[src/rtl/onehot_rr_arbiter.sv]
// onehot_rr_arbiter: request capture and round-robin one-hot grant stage that
// feeds the 8-to-3 encoder. Requests are latched into a pending register, and
// one is presented at a time as a registered one-hot grant with valid/ready.
// Optional build macro ARB_FIXED_PRIO_EN selects fixed priority instead:
// the lowest set index wins, and the pointer is held at 0.
module onehot_rr_arbiter #(
    parameter int N_REQ = 8,
    parameter int PTR_W = 3
) (
    input  logic             clk,
    input  logic             rst_n,
    input  logic [N_REQ-1:0] req_i,
    output logic [N_REQ-1:0] grant_o,
    output logic             grant_valid_o,
    input  logic             grant_ready_i,
    output logic [N_REQ-1:0] pending_o,
    output logic [PTR_W-1:0] ptr_o
);

    typedef enum logic [0:0] {
        IDLE  = 1'b0,
        GRANT = 1'b1
    } state_t;

    state_t           state, state_nxt;
    logic [N_REQ-1:0] pending, pending_nxt;
    logic [N_REQ-1:0] grant, grant_nxt;
    logic [N_REQ-1:0] clr_mask, rest;
    logic [PTR_W-1:0] ptr, ptr_nxt;
    logic [PTR_W-1:0] grant_idx, idle_start, next_start;
    logic             accept;

    // Scan vec from start upward with wrap, returning the first set bit as one-hot.
    function automatic logic [N_REQ-1:0] rr_pick(input logic [N_REQ-1:0] vec,
                                                 input logic [PTR_W-1:0] start);
        logic [N_REQ-1:0] sel;
        logic             found;
        logic [PTR_W-1:0] k;
        sel   = '0;
        found = 1'b0;
        for (int unsigned i = 0; i < N_REQ; i++) begin
            k = start + PTR_W'(i);
            if (!found && vec[k]) begin
                sel[k] = 1'b1;
                found  = 1'b1;
            end
        end
        return sel;
    endfunction

    // Encode the current one-hot grant into its index.
    always_comb begin
        grant_idx = '0;
        for (int unsigned i = 0; i < N_REQ; i++) begin
            if (grant[i]) grant_idx = PTR_W'(i);
        end
    end

    // Scan start points: the round-robin pointer, or index 0 for fixed priority.
    always_comb begin
`ifdef ARB_FIXED_PRIO_EN
        idle_start = '0;
        next_start = '0;
`else
        idle_start = ptr;
        next_start = grant_idx + PTR_W'(1);
`endif
    end

    // Pending update (set wins over clear) and next grant/state selection.
    always_comb begin
        accept      = (state == GRANT) && grant_ready_i;
        clr_mask    = accept ? grant : '0;
        pending_nxt = (pending & ~clr_mask) | req_i;
        rest        = pending & ~grant;
        state_nxt   = state;
        grant_nxt   = grant;
        ptr_nxt     = ptr;
        case (state)
            IDLE: begin
                if (|pending) begin
                    state_nxt = GRANT;
                    grant_nxt = rr_pick(pending, idle_start);
                end
            end
            GRANT: begin
                if (grant_ready_i) begin
                    ptr_nxt = next_start;
                    if (|rest) begin
                        grant_nxt = rr_pick(rest, next_start);
                    end else begin
                        state_nxt = IDLE;
                        grant_nxt = '0;
                    end
                end
            end
            default: begin
                state_nxt = IDLE;
                grant_nxt = '0;
            end
        endcase
    end

    // State, grant, pending and pointer registers with asynchronous reset.
    always_ff @(posedge clk or negedge rst_n) begin
        if (!rst_n) begin
            state   <= IDLE;
            grant   <= '0;
            pending <= '0;
            ptr     <= '0;
        end else begin
            state   <= state_nxt;
            grant   <= grant_nxt;
            pending <= pending_nxt;
            ptr     <= ptr_nxt;
        end
    end

    assign grant_o       = grant;
    assign grant_valid_o = (state == GRANT);
    assign pending_o     = pending;
    assign ptr_o         = ptr;

endmodule

[config.mk]
export PLATFORM = sky130hd
export DESIGN_NAME = onehot_rr_arbiter
export DESIGN_NICKNAME = d
export VERILOG_FILES = /design/src/rtl/onehot_rr_arbiter.sv
export SDC_FILE = /design/constraint.sdc
export NUM_CORES = 1
export LEC_CHECK = 0
export ABC_AREA = 1
export CAP_MARGIN = 25
export CORE_AREA = 5 5 73 88
export DETAILED_ROUTE_END_ITERATION = 10
export DIE_AREA = 0 0 78 93
export PLACE_DENSITY = 0.85
export SYNTH_ARGS = -nofsm -noshare
export SYNTH_HDL_FRONTEND = slang
export SYNTH_SLANG_ARGS = --single-unit
export TNS_END_PERCENT = 100
[constraint.sdc]
create_clock -name clk -period 5.5 [get_ports clk]
set_input_delay 1.375 -clock clk [delete_from_list [all_inputs] [get_ports clk]]
set_output_delay 1.375 -clock clk [all_outputs]
set_load 0.01 [all_outputs]
Word-level counts from Yosys, hierarchy flattened --
Cells that the tools add are included.
Word-level totals: logic and storage cells 302, input bits 11, memories kept 0, register bits after elaboration 20, memory bits (read-only) 0, latch bits 0, bits in writable memories 0
Operators by class: shift-type cells 0, eq/ne operators 2, $mul 0, multiplexer cells 180, bitwise gates (word level) 20, reductions and logical operators 49, order comparisons 32, divide/modulo/power cells 0, add/subtract/negate cells 15
Operators by type and width (number):
- $mux W8 | 55
- $or A8 B8 Y8 | 15
- $mux W1 | 85
- $lt A3 B4 Y1 const B | 16
- $bmux W1 S3 | 16
- $demux W1 S3 | 16
- $ge A3 B1 Y1 const B | 16
- $logic_and A1 B1 Y1 | 31
- $add A3 B3 Y3 const B | 8
- $and A8 B8 Y8 | 2
- $not A8 Y8 | 2
- $pmux W8 S2 | 1
- $reduce_or A8 Y1 | 2
- $logic_not A1 Y1 | 14
- $add A3 B2 Y3 const B | 4
- $mux W3 | 4
- $add A3 B1 Y3 const B | 3
- $mux W2 | 2
- $ne A2 B2 Y1 const B | 2
- $reduce_and A2 Y1 | 2
- $pmux W1 S2 | 1
- $not A1 Y1 | 1

Logic depth before layout (Yosys ltp) --
depth in word-level cells 56, depth in mapped cells 27, gate-level depth less buffers 25

Worst setup path before layout --
No wires, ideal clock.
path type register to register, from register grant[2], in the netlist grant_o[2], to register grant[0], in the netlist grant_o[0], setup slack 2.462 ns, buffers on the path 3, arrival 2.961 ns, required time 5.423 ns, period minus slack after synthesis 3.038 ns, library setup time 0.077 ns, cell stages (with the launch flop) 24, cells stage by stage dfrtp_1 -> inv_1 -> nand2_1 -> nand2_1 -> nand2_1 -> nand2_2 -> nand2_4 -> nand2_4 -> buf_6 -> ha_1 -> buf_4 -> clkinv_1 -> nand2_2 -> nand2_4 -> inv_2 -> nand3_2 -> nand2_2 -> nand3_4 -> nor3_4 -> buf_6 -> nand4_1 -> nand3_1 -> nand2_1 -> a21oi_1
Between the ends: longest elaborated chain between the ends 55
RTL lines:
- start: declaration | line 27 | logic [N_REQ-1:0] grant, grant_nxt;
- start signal: assignment | line 113 | grant <= grant_nxt;
- $mux W2 * (2 in a row) | line 55 | if (grant[i]) grant_idx = PTR_W'(i);
- $mux W3 * (4 in a row) | line 55
- $add A3 B1 Y3 * | line 66 | next_start = grant_idx + PTR_W'(1);
- via next_start[1] | line 30 | logic [PTR_W-1:0] grant_idx, idle_start, next_start;
- parallel branches: the longest is 44 deep, another holds $lt A3 B4 Y1
- $mux W8 * | line 43 | if (!found && vec[k]) begin
- $mux W8 * | line 89 | if (|rest) begin
- $mux W8 * | line 87 | if (grant_ready_i) begin
- $pmux W8 S2 * | line 79 | case (state)
Mark *: on every way through the listed nets, which the timed path passes. The select of a mux whose other input is x is not followed. A chain may end at the register's enable or synchronous reset.

Worst setup path in the final report --
from register grant[4], in the netlist grant_o[4], to register grant[3], in the netlist grant_o[3]
Between the ends: longest elaborated chain between the ends 53
RTL lines (line):
- $mux W3 * (4 in a row) | 55
- $add A3 B1 Y3 * | 66
- via next_start[1] | 30
- parallel branches: the longest is 44 deep, another holds $lt A3 B4 Y1
- $mux W8 * | 43
- $mux W8 * | 89
- $mux W8 * | 87
- $pmux W8 S2 * | 79
Marks and branches as above.

==> parameters.txt <==
Parameter                              Value

Critical path
  Reg2reg setup slack    1520 ps
  Worst stage delay on the critical path    560 ps
  Class of the most critical setup path    flop to flop
  R2r startpoint    grant_o[4]
  Critical path cell sequence    inv_1 -> nand2_1 -> nand2_2 -> nand2_4 -> nand2_4 -> ha_1 -> clkinv_1 -> nand3_1 -> nand3_1 -> nand2_1 -> inv_1 -> nor2_2 -> nand4_1 -> nand3_1 -> nor2_1 -> nand3_1 -> nand2_1 -> a21oi_1
  Most frequent cell on the critical path    sky130_fd_sc_hd__nand3_1
  Critical path's slowest cell    sky130_fd_sc_hd__ha_1
  Critical-path maximum fanout    18
  Data arrival time at the worst-slack endpoint    4150 ps
  Cell count of the worst reg-to-reg path    18
  Startpoint type of the worst setup path    flop
  CP endpoint kind    flop
  Required time of the critical path    5670 ps
  Worst r2r dst    grant_o[3]

Die
  Core Box Area    0.00552 mm^2
  Die Footprint    0.00725 mm^2
  Top-level port count    31
  Initial cell density of the core    61.0%
  FP Rows    30
  Chip height    93 um
  Die width    78 um

Clock network
  TritonCTS clock tree    yes
  Clock latency on the worst-skew pair    260 ps
  Number of CTS-inserted buffers    3
  Clock-pin transition on the worst setup and hold timing paths    80 ps
  Sink count of the clock tree    20
  Number of setup buffers added after CTS    0
  Hold Buf Count CTS    0
  Maximum level of the CTS H-tree    1
  Post-cts gate resize count    0
  Number of buffers on the longest clock path    2
  Cell at the root of the clock tree    sky130_fd_sc_hd__clkbuf_8

Yosys
  Average cell area after synthesis    5.66 um^2
  Async set or reset register ratio after synthesis    100%
  Prevailing post-synth register cell    sky130_fd_sc_hd__dfrtp_1
  Number of enable flip-flop cells after synthesis    0
  Netlist Area Pre-Place    0.00336 mm^2
  Synthesized instance count    594
  Distinct cell type count after synthesis    41
  Number of synthesis warnings    0
  Number of synthesized register bits    20
  Share of the yosys chip area belonging to registers    14.9%
  Post-synthesis net count    612

Global routing
  Vias in the first global route    3,838
  Initial antenna violation count    0
  Global-route congestion overflow total    0
  Pin count of the biggest net entering global routing    33
  Tot GR Track Use    30.1%
  Wire length of the first global-routing pass    18,000 um

Timing
  Pins over their slew limit    0
  Transition time at the pin with the least slew margin    899 ps
  Min Clock Period, post-route    3980 ps
  Final hold viol count    0
  Relative slew margins    39.9%
  Final Cycle Share    72.3%
  Total negative slack    0 ps
  Max Freq    252 MHz
  RSZ-0062 raised after global routing    no
  Post-route clock skew    13.8 ps
  Finish-stage setup viols    0
  Worst hold margin    626 ps
  Post-route setup slack    1520 ps

Drt
  Total number of vias    4,078
  Sum of routed wire length over all layers    10,900 um
  Number of nets still failing antenna checks after routing    0
  Drt drc    0
  Post-detailed-route via-to-cell ratio    6.03
  Drt first pass iters    5
  DR WL/cell    16.1 um
  Number of DRC markers after the initial detailed-route iteration    344

Min path
  Hold/Removal Path Class    flop to flop
  Hold-critical path depth    2
  Endpoint of the worst hold path    grant_o[1]
  Start point of the worst hold path    grant_o[1]

Layout
  Proportion of layout cells with a drive suffix above 1    8.50%
  Fill cell instance count of the final layout    538
  Antenna Diode Count    0
  Leading cell types in the layout, fill and taps excluded    sky130_fd_sc_hd__nand2_1, sky130_fd_sc_hd__nor2_1, sky130_fd_sc_hd__nand3_1
  Most common library cell in the layout ignoring fill and taps    sky130_fd_sc_hd__nand2_1
  Synthesis-to-finish area growth    9.41%
  Cell Count, Final, Fillers Out    676
  Final net count    632

Placement
  Number of port buffers    30
  Final weighted congestion in routability-driven placement    1.06
  Post-detail-place hpwl    8670 um
  Post-Place Setup Slack    1620 ps
  Number of placed cells counting well taps    673

Outcome
  Result of the run    finished, final reports clean

Run
  Max-cap violations    0
## logic make-up (layout without fill, tap and decap cells)
| group | count (synthesis) | after routing | synth area share [%] |
|---|---|---|---|
| XOR/XNOR | 1 | 1 | 0.484 |
| flip-flops | 20 | 20 | 14.9 |
| adder cells (fa/ha/maj) | 7 | 7 | 2.60 |
| AND/OR/NAND/NOR | 418 | 418 | 59.2 |
| AO/OA/AOI/OAI | 64 | 64 | 11.1 |
| multiplexers | 4 | 4 | 1.19 |
| buffers and inverters | 80 | 98 | 10.6 |
## layer usage
metal	wire length (um)	global-route usage [%]	share of wire, %
met2	5600	55.2	52
met5	0	0	0
met3	641	1.64	5.9
met4	465	14.9	4.3
met1	4160	35.0	38
## critical path, delay by kind of cell, from the launching register on
family	cells	cell delay, ps
and+or+nand+nor	13	1960
DFF	1	510
buffers and inverters	3	670
AOI/OAI and AO/OA	1	160
adders and majority gates	1	560
## final cells by class
cell class / count / area, um^2 / share of cell area (%)
repair buffers: 32 / 315 / 8.57
well taps: 64 / 80.1 / 2.18
flip-flops and latches: 20 / 500 / 13.6
inverters: 63 / 236 / 6.43
clock buffers: 3 / 41.3 / 1.12
multi-input cells: 494 / 2510 / 68.1
## synth_stat cells (all sizes together), types with 2 or more instances
master  count  area share [%]
mux2i       4             1.2
nand4      33             6.1
nor4        3             1.2
o22ai       9             1.7
clkinv      2            0.22
nand3      85              14
nand2     162              20
nor2      116              14
ha          7             2.6
clkbuf      3            0.33
nor3       16             2.9
buf        14             3.2
o21ai      33             5.7
inv        61             6.8
o21a        2            0.45
dfrtp      20              15
a21oi      18             2.7
## sequential cells by signal, summed over array words and instances, names as in the netlist
signal	flops
grant_o	8
grant_valid_o	1
pending_o	8
ptr_o	3
## per-stage QoR
step	utilization [%]	cell area, um^2
6_report	66.7	3680
5_1_grt	66.7	3680
4_1_cts	66.7	3680
3_5_place_dp	65.9	3640
3_3_place_gp	65.9	3640
2_1_floorplan	-	3360
## worst max path at each step
stage / endpoint / cells past startpoint / start / slack (ps)
after global routing: grant_o[7] / 20 / grant_o[2] / 1230
after detailed placement: grant_o[1] / 20 / grant_o[2] / 1620
after CTS: grant_o[3] / 20 / grant_o[2] / 1610
after floorplan: grant_o[0] / 23 / grant_o[2] / 2460
final: grant_o[3] / 18 / grant_o[4] / 1520
after global placement: grant_o[1] / 20 / grant_o[2] / 1780
Power is left out: the tool's default activity adds up to more than one toggle a clock period on the data nets, which glitch-free logic cannot reach.
